## src/rtl/jtoutrun_sndrom_arb.sv

```systemverilog
// Sound ROM arbiter: shares one SDRAM byte port between the sound Z80
// program fetch and the PCM sample fetch. Each requester has a one-byte
// cache so repeated reads of the same address are answered without SDRAM.
// PCM has fixed priority, but a saturating counter bounds how many PCM
// grants can pass a waiting Z80 request.
//
//   state | meaning
//   IDLE  | no transaction; arbitrate between pending misses
//   ARM   | sd_cs just raised; sd_ok ignored (may be stale from last access)
//   WAIT  | waiting for sd_ok; on it, fill owner's cache and release sd_cs
module jtoutrun_sndrom_arb #(
    parameter logic [19:0] PCM_OFFSET = 20'h10000,
    parameter logic [1:0]  STARVE_MAX = 2'd3
) (
    input  logic        rst,
    input  logic        clk,
    input  logic        z_cs,
    input  logic [15:0] z_addr,
    output logic [7:0]  z_data,
    output logic        z_ok,
    input  logic        p_cs,
    input  logic [18:0] p_addr,
    output logic [7:0]  p_data,
    output logic        p_ok,
    output logic [19:0] sd_addr,
    output logic        sd_cs,
    input  logic [7:0]  sd_data,
    input  logic        sd_ok
);

    typedef enum logic [1:0] {
        ST_IDLE,
        ST_ARM,
        ST_WAIT
    } state_t;

    state_t      state_q;
    logic        owner_pcm_q;
    logic [18:0] tag_q;
    logic [19:0] sd_addr_q;
    logic        sd_cs_q;
    logic [1:0]  starve_q;

    logic        z_valid_q;
    logic [15:0] z_tag_q;
    logic [7:0]  z_data_q;
    logic        z_ok_q;

    logic        p_valid_q;
    logic [18:0] p_tag_q;
    logic [7:0]  p_data_q;
    logic        p_ok_q;

    logic        z_hit;
    logic        p_hit;
    logic        z_miss;
    logic        p_miss;
    logic        grant_p;
    logic        grant_z;
    logic [1:0]  starve_inc;
    logic [19:0] p_sd_addr;
    logic        z_ok_d;
    logic        p_ok_d;

    // Cache lookup and arbitration decision for the IDLE state
    always_comb begin
        z_hit      = z_cs & z_valid_q & (z_tag_q == z_addr);
        p_hit      = p_cs & p_valid_q & (p_tag_q == p_addr);
        z_miss     = z_cs & ~z_hit;
        p_miss     = p_cs & ~p_hit;
        grant_p    = p_miss & (~z_miss | (starve_q < STARVE_MAX));
        grant_z    = z_miss & ~grant_p;
        starve_inc = (starve_q == STARVE_MAX) ? starve_q : starve_q + 2'd1;
        p_sd_addr  = PCM_OFFSET + {1'b0, p_addr};
        z_ok_d     = z_hit;
        p_ok_d     = p_hit;
    end

    // ok flags follow the hit condition one cycle later
    always_ff @(posedge clk or posedge rst) begin
        if (rst) begin
            z_ok_q <= 1'b0;
            p_ok_q <= 1'b0;
        end else begin
            z_ok_q <= z_ok_d;
            p_ok_q <= p_ok_d;
        end
    end

    // Transaction FSM, starvation counter and cache fill
    always_ff @(posedge clk or posedge rst) begin
        if (rst) begin
            state_q     <= ST_IDLE;
            owner_pcm_q <= 1'b0;
            tag_q       <= '0;
            sd_addr_q   <= '0;
            sd_cs_q     <= 1'b0;
            starve_q    <= '0;
            z_valid_q   <= 1'b0;
            z_tag_q     <= '0;
            z_data_q    <= '0;
            p_valid_q   <= 1'b0;
            p_tag_q     <= '0;
            p_data_q    <= '0;
        end else begin
            case (state_q)
                ST_IDLE: begin
                    if (grant_p) begin
                        owner_pcm_q <= 1'b1;
                        tag_q       <= p_addr;
                        sd_addr_q   <= p_sd_addr;
                        sd_cs_q     <= 1'b1;
                        starve_q    <= z_miss ? starve_inc : 2'd0;
                        state_q     <= ST_ARM;
                    end else if (grant_z) begin
                        owner_pcm_q <= 1'b0;
                        tag_q       <= {3'd0, z_addr};
                        sd_addr_q   <= {4'd0, z_addr};
                        sd_cs_q     <= 1'b1;
                        starve_q    <= 2'd0;
                        state_q     <= ST_ARM;
                    end else begin
                        // no grant implies no Z80 miss
                        starve_q <= 2'd0;
                    end
                end
                ST_ARM: begin
                    state_q <= ST_WAIT;
                end
                ST_WAIT: begin
                    if (sd_ok) begin
                        if (owner_pcm_q) begin
                            p_valid_q <= 1'b1;
                            p_tag_q   <= tag_q;
                            p_data_q  <= sd_data;
                        end else begin
                            z_valid_q <= 1'b1;
                            z_tag_q   <= tag_q[15:0];
                            z_data_q  <= sd_data;
                        end
                        sd_cs_q <= 1'b0;
                        state_q <= ST_IDLE;
                    end
                end
                default: begin
                    sd_cs_q <= 1'b0;
                    state_q <= ST_IDLE;
                end
            endcase
        end
    end

    assign z_data  = z_data_q;
    assign z_ok    = z_ok_q;
    assign p_data  = p_data_q;
    assign p_ok    = p_ok_q;
    assign sd_addr = sd_addr_q;
    assign sd_cs   = sd_cs_q;

endmodule
```

## config.mk

```make
export PLATFORM = sky130hd
export DESIGN_NAME = jtoutrun_sndrom_arb
export DESIGN_NICKNAME = d
export VERILOG_FILES = /design/src/rtl/jtoutrun_sndrom_arb.sv
export SDC_FILE = /design/constraint.sdc
export NUM_CORES = 1
export LEC_CHECK = 0
export ABC_AREA = 1
export CAP_MARGIN = 20
export CORE_ASPECT_RATIO = 1.4
export CORE_MARGIN = 1.5
export CORE_UTILIZATION = 56
export DETAILED_ROUTE_END_ITERATION = 8
export PLACE_DENSITY = 0.86
export SLEW_MARGIN = 25
export SYNTH_ARGS = -nofsm -noshare
export SYNTH_HDL_FRONTEND = slang
export SYNTH_SLANG_ARGS = --single-unit
export TNS_END_PERCENT = 20
```

## constraint.sdc

```tcl
create_clock -name clk -period 6.2 [get_ports clk]
set_clock_uncertainty 0.15 [all_clocks]
set_input_delay 1.24 -clock clk [delete_from_list [all_inputs] [get_ports clk]]
set_output_delay 1.24 -clock clk [all_outputs]
set_load 0.005 [all_outputs]
```

==> impl_metrics.tcl <==
set metrics [dict create \
    status "complete, no violations" \
    ys_types 29 \
    cts_sinks 84 \
    overflow 0 \
    gp_congestion 0.9052 \
    core-area_um2 7453 \
    clock-root-buffer "clkbuf_8" \
    grtUsageTotal_pct 28.12 \
    synthXorXnorAreaFrac_pct 1.603 \
    cap_viol_max_count 0 \
    antenna_left 0 \
    dp.final_hpwl_um 7564 \
    post_cts_buffers 0 \
    critical_path_buf_inv_count 2 \
    clkLatencyLatePin_ps 380 \
    tightestPinTransition_ps 705.9 \
    ys_ff_latch 84 \
    syn2layout_area_growth_pct 23.61 \
    clock_power_share_pct 19.7 \
    start_util_pct 58.65 \
    cts-resized-gates 0 \
    setup_viol 0 \
    n_fill_cell 598 \
    syn_inst 584 \
    synth_compound_area_share_pct 7.012 \
    synth_common_cells "nand2_1, inv_1, dfrtp_1" \
    routed_wl_um 10930 \
    hold_viol 0 \
    finalSetupTns_ps 0 \
    required_ps 6370 \
    whs_ps 328.5 \
    die_h_um 107.5 \
    yosys.area.top_type "dfrtp_1" \
    die_w_um 77.68 \
    drive_above_1_share_pct 5.183 \
    slew_headroom_pct 52.88 \
    critPathTopFamily "simple AND/OR/NAND/NOR gates" \
    num_io_pins 87 \
    clk_pin_slew_worst_paths_ps 90 \
    syn_nets 634 \
    timing.final.crit_share_pct 49.92 \
    grt_pass1_vias 3871 \
    synthAdderAreaFrac_pct 0.5724 \
    viasPerCell 5.147 \
    drc 0 \
    synth-main-ff-cell "dfrtp_1" \
    slowest_stage "a21oi_4" \
    p_total_mw 2.388 \
    row_count 37 \
    p_leak_nw 2.798 \
    drtPass1Iterations 5 \
    finalCriticalPeriod_ps 3095 \
    comb_power_share_pct 39.1 \
    avgSynthCellArea_um2 7.486 \
    cts_inserted_buffers 9 \
    ir_drop_uv 254.8 \
    h-tree-depth 3 \
    synth_most_common_cell "nand2_1" \
    yosys-top-cells-area "dfrtp_1, nand2_1, inv_1, o21ai_0, nand3_1" \
    routed-via-count 3876 \
    crit_chain "clkdlybuf4s50_1 -> inv_1 -> nor2_1 -> nor2_1 -> nand2_1 -> nor2_1 -> nand3_2 -> nand2_2 -> a21oi_4 -> nand3_1 -> nand2_1" \
    synth_edf_count 0 \
    fin_nets 701 \
    holdBufCountCts 0 \
    grt_first_pass_wirelength_um 17970 \
    yosys.area.top_type_share_pct 48.08 \
    synthArstFlopShare_pct 100.0 \
    n_antenna_cell 0 \
    critPathKind "in2reg" \
    cts_tree "done" \
    cts_buffer_depth 2 \
    wl_per_cell_um 14.52 \
    dieArea_um2 8353 \
    fin_ws_ps 3105 \
    multi_input_area_um2 1713 \
    critPathMaxFanout 18 \
    synthSimpleGateAreaFrac_pct 29.71 \
    grt_antenna_before_repair 0 \
    drv_slew 0 \
    seq_area_um2 2102 \
    post-route-util_pct 72.50 \
    p_sw_mw 0.8912 \
    synth-seq-area-share_pct 48.08 \
    synth_top_family_by_area "simple AND/OR/NAND/NOR gates" \
    dp_slack_ps 2786 \
    crit_path_start_kind "input port" \
    slowest_delay_ps 530 \
    hp-class "reg2reg" \
    pwr-share-seq_pct 41.2 \
    port_buffers 86 \
    rsz0062_at_grt "no" \
    cp.arrival_ps 3270 \
    switching_share_pct 37.32 \
    syn_area_um2 4372 \
    yosysWarnings 0 \
    synthMuxAreaShare_pct 0 \
    p_per_area_nw_per_um2 441.9 \
    power.internal_mw 1.497 \
    fmax_mhz 323.1 \
    cp-end-kind "flop" \
    grt_max_degree 56 \
    cpMostUsedCell "nor2_1" \
    drt_iter0_drc 283 \
]
-- kinds of logic after synthesis --
logic type,after synthesis
AOI/OAI and AO/OA,59
xor gates and xnor gates,8
adders and majority gates,2
buffers and inverters,125
DFF,84
and+or+nand+nor,306
-- layout make-up --
cell class                 instances  share of cell area, %
tap                               97                  2.246
timing repair buffer              88                  16.21
clock buffer                       9                  2.292
sequential                        84                  38.90
inverter                          93                  6.529
multi-input combinational        375                  31.70
clock inverter                     7                  2.130
-- sequential cells by signal, summed over array words and instances (netlist names) --
name,flops
sd_cs,1
p_ok,1
owner_pcm_q,1
p_tag_q,19
z_valid_q,1
p_valid_q,1
starve_q,2
sd_addr,4
z_ok,1
z_data,8
state_q,2
z_tag_q,16
p_data,8
tag_q,19
-- layout by cell type (no fill, tap or decap), types with 2 or more instances in the layout --
cell             netlist  layout
xnor2_1                7       7
buf_4                 18       2
nand3_2                2       2
nand2_2                2       2
nand3_1               41      40
ha_1                   2       2
o21ai_0               53      53
nor2_2                 2       2
clkinv_2               0       3
nand4_1                2       2
nand3_4                1       2
clkdlybuf4s50_1        0      86
nor3_1                 4       4
a21oi_1                3       3
nand3b_1               2       2
nand2_4                2       2
dfrtp_1               84      84
o21ai_1                2       2
nor2_1                37      37
bufinv_16              0       3
clkinvlp_4             0       2
inv_1                 91      90
nand2_1              207     207
clkbuf_8               0       9
-- power groups by stage --
stage | clock, mW | combinational [mW] | sequential [mW]
finish | 0.471 | 0.934 | 0.983
global route | 0.495 | 1.06 | 1.01
CTS | 0.473 | 0.934 | 0.976
detailed placement | 0 | 0.926 | 0.980
global placement | 0 | 0.892 | 0.970
floorplan | 0 | 0.613 | 0.940
-- per-stage QoR --
step | std cells | instance area, µm²
global route | 753 | 5404
floorplan | 584 | 4372
finish | 753 | 5404
global placement | 737 | 5157
detailed placement | 737 | 5157
CTS | 753 | 5396
-- worst paths after layout --
path | cells past startpoint | to | start | slack, ps
max | 11 | tag_q[8] | z_addr[0] | 3110
min | 2 | p_valid_q | p_valid_q | 330
max reg2reg | 9 | tag_q[8] | z_tag_q[0] | 4060
min reg2reg | 2 | p_valid_q | p_valid_q | 330
max in group asynchronous | 3 | tag_q[0] | rst | 3760
min in group asynchronous | 2 | sd_addr[18] | rst | 1120
-- layer usage --
layer / vias to the layer above / track usage [%] / routed length, µm
met1: 1774 / 33.67 / 4279
met2: 175 / 47.20 / 5505
met3: 38 / 5.678 / 724
met4: 0 / 15.19 / 422
met5: - / 0 / 0
li1: 1889 / - / -
-- worst reg2reg max path: stages (launching register included) --
cell and delay, ps:
dfrtp_1 420, nor2_1 240, nor2_1 90, nand2_1 80, nor2_1 60, nand3_2 110, nand2_2 100, a21oi_4 530
nand3_1 210, nand2_1 110
(Power assumes the default switching activity.)
